$ cat src/rtl/craft_tk_sequencer.sv
// Streams CRAFT round tweakeys from a captured key/tweak, one per valid/ready transfer.
// Latency: first tweakey one cycle after start; backpressure holds tk/tk_round/tk_last stable.
module craft_tk_sequencer #(
    parameter int ROUNDS = 32
) (
    input  logic         clk,
    input  logic         rst,
    input  logic         start,
    input  logic         decrypt,
    input  logic [127:0] key,
    input  logic [63:0]  tweak,
    output logic         busy,
    output logic         tk_valid,
    input  logic         tk_ready,
    output logic [63:0]  tk,
    output logic [7:0]   tk_round,
    output logic         tk_last,
    output logic         done
);

    typedef enum logic [1:0] {IDLE, STREAM, DONE} state_t;

    localparam logic [7:0]  LAST_IDX = 8'(ROUNDS - 1);
    // Nibble i of this constant is the source nibble index for output nibble i.
    localparam logic [63:0] PERM     = 64'hCAF5E892B374601D;

    state_t      state_q, state_d;
    logic [63:0] k0_q, k0_d, k1_q, k1_d, t_q, t_d, qt_q, qt_d;
    logic        dec_q, dec_d;
    logic [7:0]  r_q, r_d;
    logic        is_last;

    function automatic logic [63:0] q_perm(input logic [63:0] x);
        logic [63:0] y;
        y = '0;
        for (int i = 0; i < 16; i++) begin
            y[63-4*i -: 4] = x[63-4*int'(PERM[63-4*i -: 4]) -: 4];
        end
        return y;
    endfunction

    assign is_last = dec_q ? (r_q == 8'd0) : (r_q == LAST_IDX);

    always_comb begin
        state_d = state_q;
        k0_d    = k0_q;
        k1_d    = k1_q;
        t_d     = t_q;
        qt_d    = qt_q;
        dec_d   = dec_q;
        r_d     = r_q;
        unique case (state_q)
            IDLE: begin
                if (start) begin
                    k0_d    = key[127:64];
                    k1_d    = key[63:0];
                    t_d     = tweak;
                    qt_d    = q_perm(tweak);
                    dec_d   = decrypt;
                    r_d     = decrypt ? LAST_IDX : 8'd0;
                    state_d = STREAM;
                end
            end
            STREAM: begin
                if (tk_ready) begin
                    if (is_last) begin
                        state_d = DONE;
                    end else begin
                        r_d = dec_q ? (r_q - 8'd1) : (r_q + 8'd1);
                    end
                end
            end
            DONE: state_d = IDLE;
            default: state_d = IDLE;
        endcase
    end

    always_ff @(posedge clk or posedge rst) begin
        if (rst) begin
            state_q <= IDLE;
            k0_q    <= '0;
            k1_q    <= '0;
            t_q     <= '0;
            qt_q    <= '0;
            dec_q   <= 1'b0;
            r_q     <= '0;
        end else begin
            state_q <= state_d;
            k0_q    <= k0_d;
            k1_q    <= k1_d;
            t_q     <= t_d;
            qt_q    <= qt_d;
            dec_q   <= dec_d;
            r_q     <= r_d;
        end
    end

    // Outputs decode only registered state and are forced to zero outside STREAM.
    always_comb begin
        busy     = (state_q != IDLE);
        tk_valid = (state_q == STREAM);
        done     = (state_q == DONE);
        tk       = '0;
        tk_round = '0;
        tk_last  = 1'b0;
        if (state_q == STREAM) begin
            tk       = (r_q[0] ? k1_q : k0_q) ^ (r_q[1] ? qt_q : t_q);
            tk_round = r_q;
            tk_last  = is_last;
        end
    end

endmodule
$ cat config.mk
export PLATFORM = sky130hd
export DESIGN_NAME = craft_tk_sequencer
export DESIGN_NICKNAME = d
export VERILOG_FILES = /design/src/rtl/craft_tk_sequencer.sv
export SDC_FILE = /design/constraint.sdc
export NUM_CORES = 1
export LEC_CHECK = 0
export CAP_MARGIN = 40
export CORE_ASPECT_RATIO = 1.2
export CORE_MARGIN = 2
export CORE_UTILIZATION = 48
export DETAILED_ROUTE_END_ITERATION = 10
export HOLD_SLACK_MARGIN = 0.03
export PLACE_DENSITY = 0.79
export SYNTH_ARGS = -nofsm -noshare
export SYNTH_HDL_FRONTEND = slang
export SYNTH_SLANG_ARGS = --single-unit
$ cat constraint.sdc
create_clock -name clk -period 13 [get_ports clk]
set_input_delay 3.9 -clock clk [delete_from_list [all_inputs] [get_ports clk]]
set_output_delay 3.9 -clock clk [all_outputs]
set_load 0.05 [all_outputs]
==> impl_metrics.prom, run 1 <==
# TYPE chip_impl_metric gauge
chip_impl_info{name="status",value="finished clean"} 1
chip_impl_metric{name="ff2ff_setup_slack",unit="ns"} 9.75
chip_impl_metric{name="timing_worst_slew_pin_value",unit="ns"} 0.8290
chip_impl_metric{name="slowest_delay",unit="ns"} 0.80
chip_impl_metric{name="timing.critical_path.fanout_max",unit=""} 36
chip_impl_metric{name="die_footprint",unit="µm²"} 22620
chip_impl_info{name="timing.critical_path.from",value="r_q[1]"} 1
chip_impl_metric{name="antenna_found_initial",unit=""} 2
chip_impl_metric{name="detail_route.first_pass.iterations",unit=""} 4
chip_impl_metric{name="post_synth_edffs",unit=""} 0
chip_impl_info{name="tritoncts",value="done"} 1
chip_impl_metric{name="dr.first_iter.drc_count",unit=""} 611
chip_impl_metric{name="syn-instance-count",unit=""} 1201
chip_impl_metric{name="remaining_drc_errors",unit=""} 0
chip_impl_metric{name="grt_usage",unit="%"} 26.14
chip_impl_metric{name="post_synth_instance_area",unit="µm²"} 10280
chip_impl_metric{name="clkSinkCount",unit=""} 203
chip_impl_metric{name="whs",unit="ns"} 0.4748
chip_impl_metric{name="postCtsHoldBufs",unit=""} 0
chip_impl_info{name="regToRegStartpoint",value="r_q[0]"} 1
chip_impl_metric{name="total_overflow_reported_by_the_global_router",unit=""} 0
chip_impl_info{name="worst_setup_path_end_kind",value="output port"} 1
chip_impl_metric{name="count_of_final_setup_violators",unit=""} 0
chip_impl_metric{name="syn_to_final_growth",unit="%"} 35.05
chip_impl_info{name="yosys_most_used_dff",value="sky130_fd_sc_hd__dfrtp_1"} 1
chip_impl_info{name="timing.critical_path.from_type",value="flip-flop"} 1
chip_impl_metric{name="cts_resized",unit=""} 0
chip_impl_metric{name="synthesis.yosys.warnings",unit=""} 0
chip_impl_metric{name="max-cap-violations",unit=""} 0
chip_impl_metric{name="total_clock_buffers_created_by_cts",unit=""} 21
chip_impl_metric{name="skew",unit="ns"} 0.01047
chip_impl_metric{name="cts_setup_buffers",unit=""} 0
chip_impl_metric{name="clock_insertion_delay_worst_skew",unit="ns"} 0.49
chip_impl_metric{name="wirelength",unit="µm"} 29430
chip_impl_metric{name="number_of_synthesized_register_bits",unit=""} 203
chip_impl_metric{name="postSynth.asyncResetShare",unit="%"} 100.0
chip_impl_metric{name="pin_count",unit=""} 273
chip_impl_metric{name="worst-endpoint-arrival",unit="ns"} 3.63
chip_impl_metric{name="initial_utilization",unit="%"} 49.04
chip_impl_metric{name="timing.final.crit_share",unit="%"} 57.91
chip_impl_metric{name="timing.critical_path.required",unit="ns"} 9.10
chip_impl_metric{name="final.min_clock_period",unit="ns"} 7.529
chip_impl_metric{name="nFillCells",unit=""} 1711
chip_impl_metric{name="synthesis.nets",unit=""} 1405
chip_impl_metric{name="synth_area_per_cell",unit="µm²"} 8.564
chip_impl_metric{name="final_layout_size_suffix_gt1_share",unit="%"} 3.796
chip_impl_metric{name="synth_cell_type_count",unit=""} 41
chip_impl_metric{name="clk_pin_slew_worst_paths",unit="ns"} 0.07
chip_impl_metric{name="ant_nets",unit=""} 0
chip_impl_metric{name="dieWidth",unit="µm"} 137.6
chip_impl_info{name="criticalPathCategory",value="reg2out"} 1
chip_impl_metric{name="drv_slew",unit=""} 0
chip_impl_metric{name="maxSlewHeadroom",unit="%"} 44.73
chip_impl_metric{name="htree_levels",unit=""} 1
chip_impl_metric{name="finalWeightedCongestion",unit=""} 0.8610
chip_impl_info{name="worstHoldPathType",value="reg2reg"} 1
chip_impl_metric{name="first_pass_grt_wire_length",unit="µm"} 45660
chip_impl_info{name="mostFrequentLayoutCell",value="sky130_fd_sc_hd__nand2_1"} 1
chip_impl_metric{name="yosysSeqAreaShare",unit="%"} 49.39
chip_impl_info{name="mostFrequentLayoutCells",value="sky130_fd_sc_hd__nand2_1 (584), sky130_fd_sc_hd__clkdlybuf4s50_1 (272), sky130_fd_sc_hd__dfrtp_1 (201)"} 1
chip_impl_info{name="critical-path-slowest-cell",value="sky130_fd_sc_hd__clkdlybuf4s50_1"} 1
chip_impl_info{name="clock-root-buffer",value="sky130_fd_sc_hd__clkbuf_16"} 1
chip_impl_metric{name="floorplan.rows",unit=""} 58
chip_impl_metric{name="die-height",unit="µm"} 164.4
chip_impl_info{name="rsz0062_at_grt",value="no"} 1
chip_impl_info{name="synth_top_area_cell",value="sky130_fd_sc_hd__dfrtp_1"} 1
chip_impl_info{name="holdCritStartpoint",value="k1_q[19]"} 1
chip_impl_metric{name="yosys.area.top_type_share",unit="%"} 49.39
chip_impl_metric{name="final_hold_viol_count",unit=""} 0
chip_impl_info{name="cells_along_the_critical_path",value="buf_4, nand4b_1, a2bb2oi_2, nor4_1, and2_1, clkdlybuf4s50_1"} 1
chip_impl_metric{name="core",unit="µm²"} 20970
chip_impl_metric{name="port_buffers",unit=""} 272
chip_impl_metric{name="detailed_place_hpwl",unit="µm"} 20950
chip_impl_metric{name="grt_start_max_net_pins",unit=""} 105
chip_impl_info{name="netlist_top_cells_area",value="sky130_fd_sc_hd__dfrtp_1 (49%), sky130_fd_sc_hd__nand2_1 (21%), sky130_fd_sc_hd__mux2i_1 (12%)"} 1
chip_impl_metric{name="fmax",unit="MHz"} 132.8
chip_impl_metric{name="detail_route.vias_per_cell",unit=""} 5.055
chip_impl_metric{name="setup_total_negative_slack",unit="ns"} 0
chip_impl_metric{name="cts-root-to-sink-buffers",unit=""} 3
chip_impl_metric{name="vias",unit=""} 8704
chip_impl_metric{name="vias_in_the_first_global_route",unit=""} 8633
chip_impl_metric{name="design.final.nets",unit=""} 1641
chip_impl_metric{name="wl_per_cell",unit="µm"} 17.09
[cell type report]
cell class                 count  area, µm²  area share [%]
antenna                        3      7.507         0.05405
clock buffer                  27      588.1           4.234
clock inverter                 8      95.09          0.6846
inverter                       9      41.29          0.2973
multi-input combinational    920       4895           35.24
sequential                   203       5087           36.63
tap                          270      337.8           2.432
timing repair buffer         282       2838           20.43
[kinds of logic after synthesis]
group | Yosys count | share of synthesized area (%)
AOI/OAI and AO/OA | 34 | 2.445
buffers and inverters | 78 | 3.139
and+or+nand+nor | 682 | 25.67
adders and majority gates | 7 | 0.9246
muxes | 132 | 12.90
xor gates and xnor gates | 65 | 5.535
DFF | 203 | 49.39
[layer usage]
layer  vias to the layer above  GRT usage (%)  wire length, µm
li1                       4253              -                -
met1                      4117          34.61            12350
met2                       272          42.97            14250
met3                        62          4.383             1735
met4                         0          9.981             1095
met5                         -              0                0
[through the flow]
step,utilization (%),area (µm²),std cells,setup slack (ns)
3_5_place_dp,62.93,13200,1684,5.992
4_1_cts,66.19,13880,1719,5.452
2_1_floorplan,-,10280,1201,3.561
6_report,66.23,13890,1722,5.471
5_1_grt,66.22,13890,1721,5.244
3_3_place_gp,62.67,13140,1682,6.034
[path summary, 6_finish.rpt]
check	endpoint	cells after the start
min reg2reg	k1_q[19]	2
min	k1_q[19]	2
max reg2reg	r_q[6]	8
max in group asynchronous	t_q[11]	5
min in group asynchronous	k1_q[2]	2
max	tk_last	6
[flip-flops by register name, summed over array words and instances, names as in the netlist]
name / flops
k0_q: 64
dec_q: 1
k1_q: 64
state_q: 2
t_q: 63
r_q: 8
qt_q: 1
[critical path: cells and delay by family (launching register included)]
family | cells | cell delay, ns
simple gates | 3 | 0.71
flops | 1 | 0.78
buf+inv | 2 | 1.39
compound gates | 1 | 0.22
[cell usage after synthesis (2+ instances only)]
cell,n
sky130_fd_sc_hd__a21oi_1,5
sky130_fd_sc_hd__a21o_1,3
sky130_fd_sc_hd__a211oi_1,4
sky130_fd_sc_hd__nor3_1,4
sky130_fd_sc_hd__nand2_1,585
sky130_fd_sc_hd__nor2_1,71
sky130_fd_sc_hd__o21a_1,2
sky130_fd_sc_hd__mux2_1,2
sky130_fd_sc_hd__clkbuf_1,51
sky130_fd_sc_hd__buf_6,2
sky130_fd_sc_hd__inv_1,9
sky130_fd_sc_hd__mux2_2,2
sky130_fd_sc_hd__buf_2,12
sky130_fd_sc_hd__ha_1,6
sky130_fd_sc_hd__nor2b_1,2
sky130_fd_sc_hd__buf_1,4
sky130_fd_sc_hd__nand3_1,2
sky130_fd_sc_hd__o21ai_0,9
sky130_fd_sc_hd__nand2b_1,2
sky130_fd_sc_hd__o21bai_1,2
sky130_fd_sc_hd__xnor2_1,64
sky130_fd_sc_hd__mux2i_1,128
sky130_fd_sc_hd__dfrtp_1,203
sky130_fd_sc_hd__and2_1,10
Power of run 1 is left out: the tool's default activity adds up to more than one toggle a clock period on the data nets, which glitch-free logic cannot reach.
==> run 2, diff against run 1 <==
- clock period: 13 -> 7.8 ns (I/O delays scaled with it)
==> run 2 against run 1 <==
Net effect:
- final cell count is 0.12% higher
- critical path depth is 1 lower
- clock skew is 0.0040 ns lower
- sequential cell count stayed put
- first-iteration DRC count is 8.8% lower
- register-to-register slack worse by 5.2 ns
- sequential share of layout area is 0.13 points lower
- critical endpoint is now tk[46]
- highest routed layer unchanged
==> impl_metrics.prom, run 2 (same netlist as run 1, synthesis figures left out) <==
# TYPE chip_impl_metric gauge
chip_impl_metric{name="grt_start_max_net_pins",unit=""} 98
chip_impl_info{name="status",value="finished clean"} 1
chip_impl_metric{name="ff2ff_setup_slack",unit="ns"} 4.57
chip_impl_metric{name="floorplan.rows",unit=""} 58
chip_impl_metric{name="worst-path-stages",unit=""} 5
chip_impl_metric{name="initial_utilization",unit="%"} 49.04
chip_impl_metric{name="detail_route.vias_per_cell",unit=""} 5.121
chip_impl_metric{name="place_inst",unit=""} 1686
chip_impl_metric{name="design.final.nets",unit=""} 1644
chip_impl_metric{name="final.min_clock_period",unit="ns"} 5.813
chip_impl_metric{name="use_met2",unit="%"} 45.12
chip_impl_info{name="critical-path-slowest-cell",value="sky130_fd_sc_hd__dfrtp_4"} 1
chip_impl_metric{name="timing.critical_path.required",unit="ns"} 5.46
chip_impl_metric{name="globalRouteMet3Util",unit="%"} 4.074
chip_impl_metric{name="timing_worst_slew_pin_value",unit="ns"} 0.8419
chip_impl_info{name="crit_path_end",value="tk[46]"} 1
chip_impl_metric{name="reg2reg_depth",unit=""} 8
chip_impl_metric{name="antenna_found_initial",unit=""} 1
chip_impl_metric{name="multi_input_area",unit="µm²"} 4895
chip_impl_info{name="cells_along_the_critical_path",value="buf_4, mux2i_1, xnor2_1, nor2_1, clkdlybuf4s50_1"} 1
chip_impl_metric{name="post_layout_instance_count_excluding_filler_cells",unit=""} 1724
chip_impl_info{name="regToRegEndpoint",value="r_q[6]"} 1
chip_impl_metric{name="cts_resized",unit=""} 0
chip_impl_metric{name="wl_per_cell",unit="µm"} 17.45
chip_impl_metric{name="nFillCells",unit=""} 1755
chip_impl_metric{name="vias",unit=""} 8829
chip_impl_info{name="worst_setup_path_end_kind",value="output port"} 1
chip_impl_info{name="mostFrequentLayoutCell",value="sky130_fd_sc_hd__nand2_1"} 1
chip_impl_metric{name="final_hold_viol_count",unit=""} 0
chip_impl_metric{name="dieWidth",unit="µm"} 137.6
chip_impl_metric{name="fmax",unit="MHz"} 172.0
chip_impl_info{name="timing.critical_path.from_type",value="flip-flop"} 1
chip_impl_metric{name="drv_slew",unit=""} 0
chip_impl_info{name="regToRegStartpoint",value="r_q[0]"} 1
chip_impl_metric{name="clk_pin_slew_worst_paths",unit="ns"} 0.06
chip_impl_metric{name="gr-usage-met1",unit="%"} 35.14
chip_impl_metric{name="syn_to_final_growth",unit="%"} 35.52
chip_impl_metric{name="clock_insertion_delay_worst_skew",unit="ns"} 0.50
chip_impl_metric{name="timing.final.crit_share",unit="%"} 74.53
chip_impl_metric{name="remaining_drc_errors",unit=""} 0
chip_impl_info{name="criticalPathCategory",value="reg2out"} 1
chip_impl_metric{name="final_layout_size_suffix_gt1_share",unit="%"} 3.854
chip_impl_metric{name="cts_setup_buffers",unit=""} 0
chip_impl_metric{name="port_buffers",unit=""} 272
chip_impl_metric{name="ant_nets",unit=""} 0
chip_impl_metric{name="worstPathBufferInverterCount",unit=""} 2
chip_impl_metric{name="htree_levels",unit=""} 1
chip_impl_metric{name="die-height",unit="µm"} 164.4
chip_impl_metric{name="slowest_delay",unit="ns"} 0.83
chip_impl_metric{name="clkSinkCount",unit=""} 203
chip_impl_metric{name="worst-endpoint-arrival",unit="ns"} 3.47
chip_impl_metric{name="vias_in_the_first_global_route",unit=""} 8854
chip_impl_info{name="tritoncts",value="done"} 1
chip_impl_metric{name="finalWeightedCongestion",unit=""} 0.8494
chip_impl_info{name="timing.critical_path.max_delay_family",value="buffers and inverters"} 1
chip_impl_metric{name="first_pass_grt_wire_length",unit="µm"} 46450
chip_impl_metric{name="skew",unit="ns"} 0.006442
chip_impl_metric{name="die_footprint",unit="µm²"} 22620
chip_impl_metric{name="wirelength",unit="µm"} 30090
chip_impl_metric{name="total_overflow_reported_by_the_global_router",unit=""} 0
chip_impl_metric{name="maxSlewHeadroom",unit="%"} 43.87
chip_impl_metric{name="count_of_final_setup_violators",unit=""} 0
chip_impl_info{name="clock-root-buffer",value="sky130_fd_sc_hd__clkbuf_16"} 1
chip_impl_info{name="global_route.peak_usage_layer",value="met2"} 1
chip_impl_metric{name="max-cap-violations",unit=""} 0
chip_impl_metric{name="cts-root-to-sink-buffers",unit=""} 3
chip_impl_metric{name="setup_total_negative_slack",unit="ns"} 0
chip_impl_metric{name="total_clock_buffers_created_by_cts",unit=""} 22
chip_impl_metric{name="core",unit="µm²"} 20970
chip_impl_metric{name="detail_route.first_pass.iterations",unit=""} 5
chip_impl_metric{name="detailed_place_hpwl",unit="µm"} 21820
chip_impl_metric{name="area.sequential",unit="µm²"} 5087
chip_impl_info{name="top_regs",value="k0_q (64), k1_q (64), t_q (63)"} 1
chip_impl_info{name="mostFrequentLayoutCells",value="sky130_fd_sc_hd__nand2_1 (584), sky130_fd_sc_hd__clkdlybuf4s50_1 (272), sky130_fd_sc_hd__dfrtp_1 (201)"} 1
chip_impl_info{name="rsz0062_at_grt",value="no"} 1
chip_impl_info{name="timing.critical_path.from",value="r_q[0]"} 1
chip_impl_metric{name="dr.first_iter.drc_count",unit=""} 557
chip_impl_metric{name="postCtsHoldBufs",unit=""} 0
chip_impl_info{name="worstHoldPathType",value="reg2reg"} 1
chip_impl_metric{name="pin_count",unit=""} 273
chip_impl_metric{name="timing.critical_path.fanout_max",unit=""} 37
chip_impl_metric{name="grt_usage",unit="%"} 26.80
[run 2: cell count changes in the layout (fill, tap and decap cells not counted)]
cell / delta
sky130_fd_sc_hd__clkbuf_1: +3
sky130_fd_sc_hd__clkbuf_8: +3
sky130_fd_sc_hd__buf_12: +2
sky130_fd_sc_hd__bufinv_16: -2
sky130_fd_sc_hd__clkbuf_16: +2
sky130_fd_sc_hd__clkinv_2: -2
sky130_fd_sc_hd__diode_2: -2
sky130_fd_sc_hd__clkinvlp_4: -1
sky130_fd_sc_hd__inv_8: -1
[run 2: how the worst min path moves through the flow]
stage          startpoint  endpoint  slack [ns]  cells past startpoint
2_1_floorplan     k0_q[0]   k0_q[0]        0.44                      2
3_3_place_gp     k0_q[63]  k0_q[63]        0.46                      2
3_5_place_dp      k0_q[2]   k0_q[2]        0.46                      2
4_1_cts           k0_q[2]   k0_q[2]        0.48                      2
5_1_grt          k0_q[31]  k0_q[31]        0.49                      2
6_report         k0_q[23]  k0_q[23]        0.47                      2
[run 2: per-layer routing]
metal	wire, µm	share of wire (%)	up-vias
met5	0	0	-
met3	1864	6.2	52
li1	-	-	4250
met4	1043	3.5	0
met1	12480	41	4216
met2	14700	49	311
[run 2: cell type report]
class,instances,share of cell area (%)
sequential,203,36.50
multi-input combinational,920,35.12
timing repair buffer,284,20.65
clock buffer,35,4.955
tap,270,2.424
inverter,9,0.2693
clock inverter,2,0.07181
antenna,1,0.01795
[run 2: tightest hold or removal path, delay by kind of cell (launching register included)]
kind | cells | cell delay, ns
DFF | 1 | 0.34
and+or+nand+nor | 2 | 0.10
[run 2: per-stage QoR]
stage	hold slack [ns]	setup slack [ns]	instance area, µm²	utilization (%)
CTS	0.4765	1.975	13940	66.45
finish	0.4723	1.987	13940	66.46
global route	0.4898	1.840	13940	66.46
global placement	0.4566	2.555	13160	62.75
detailed placement	0.4614	2.478	13240	63.11
floorplan	0.4450	2.830	10290	-
Power of run 2 is left out for the same reason.
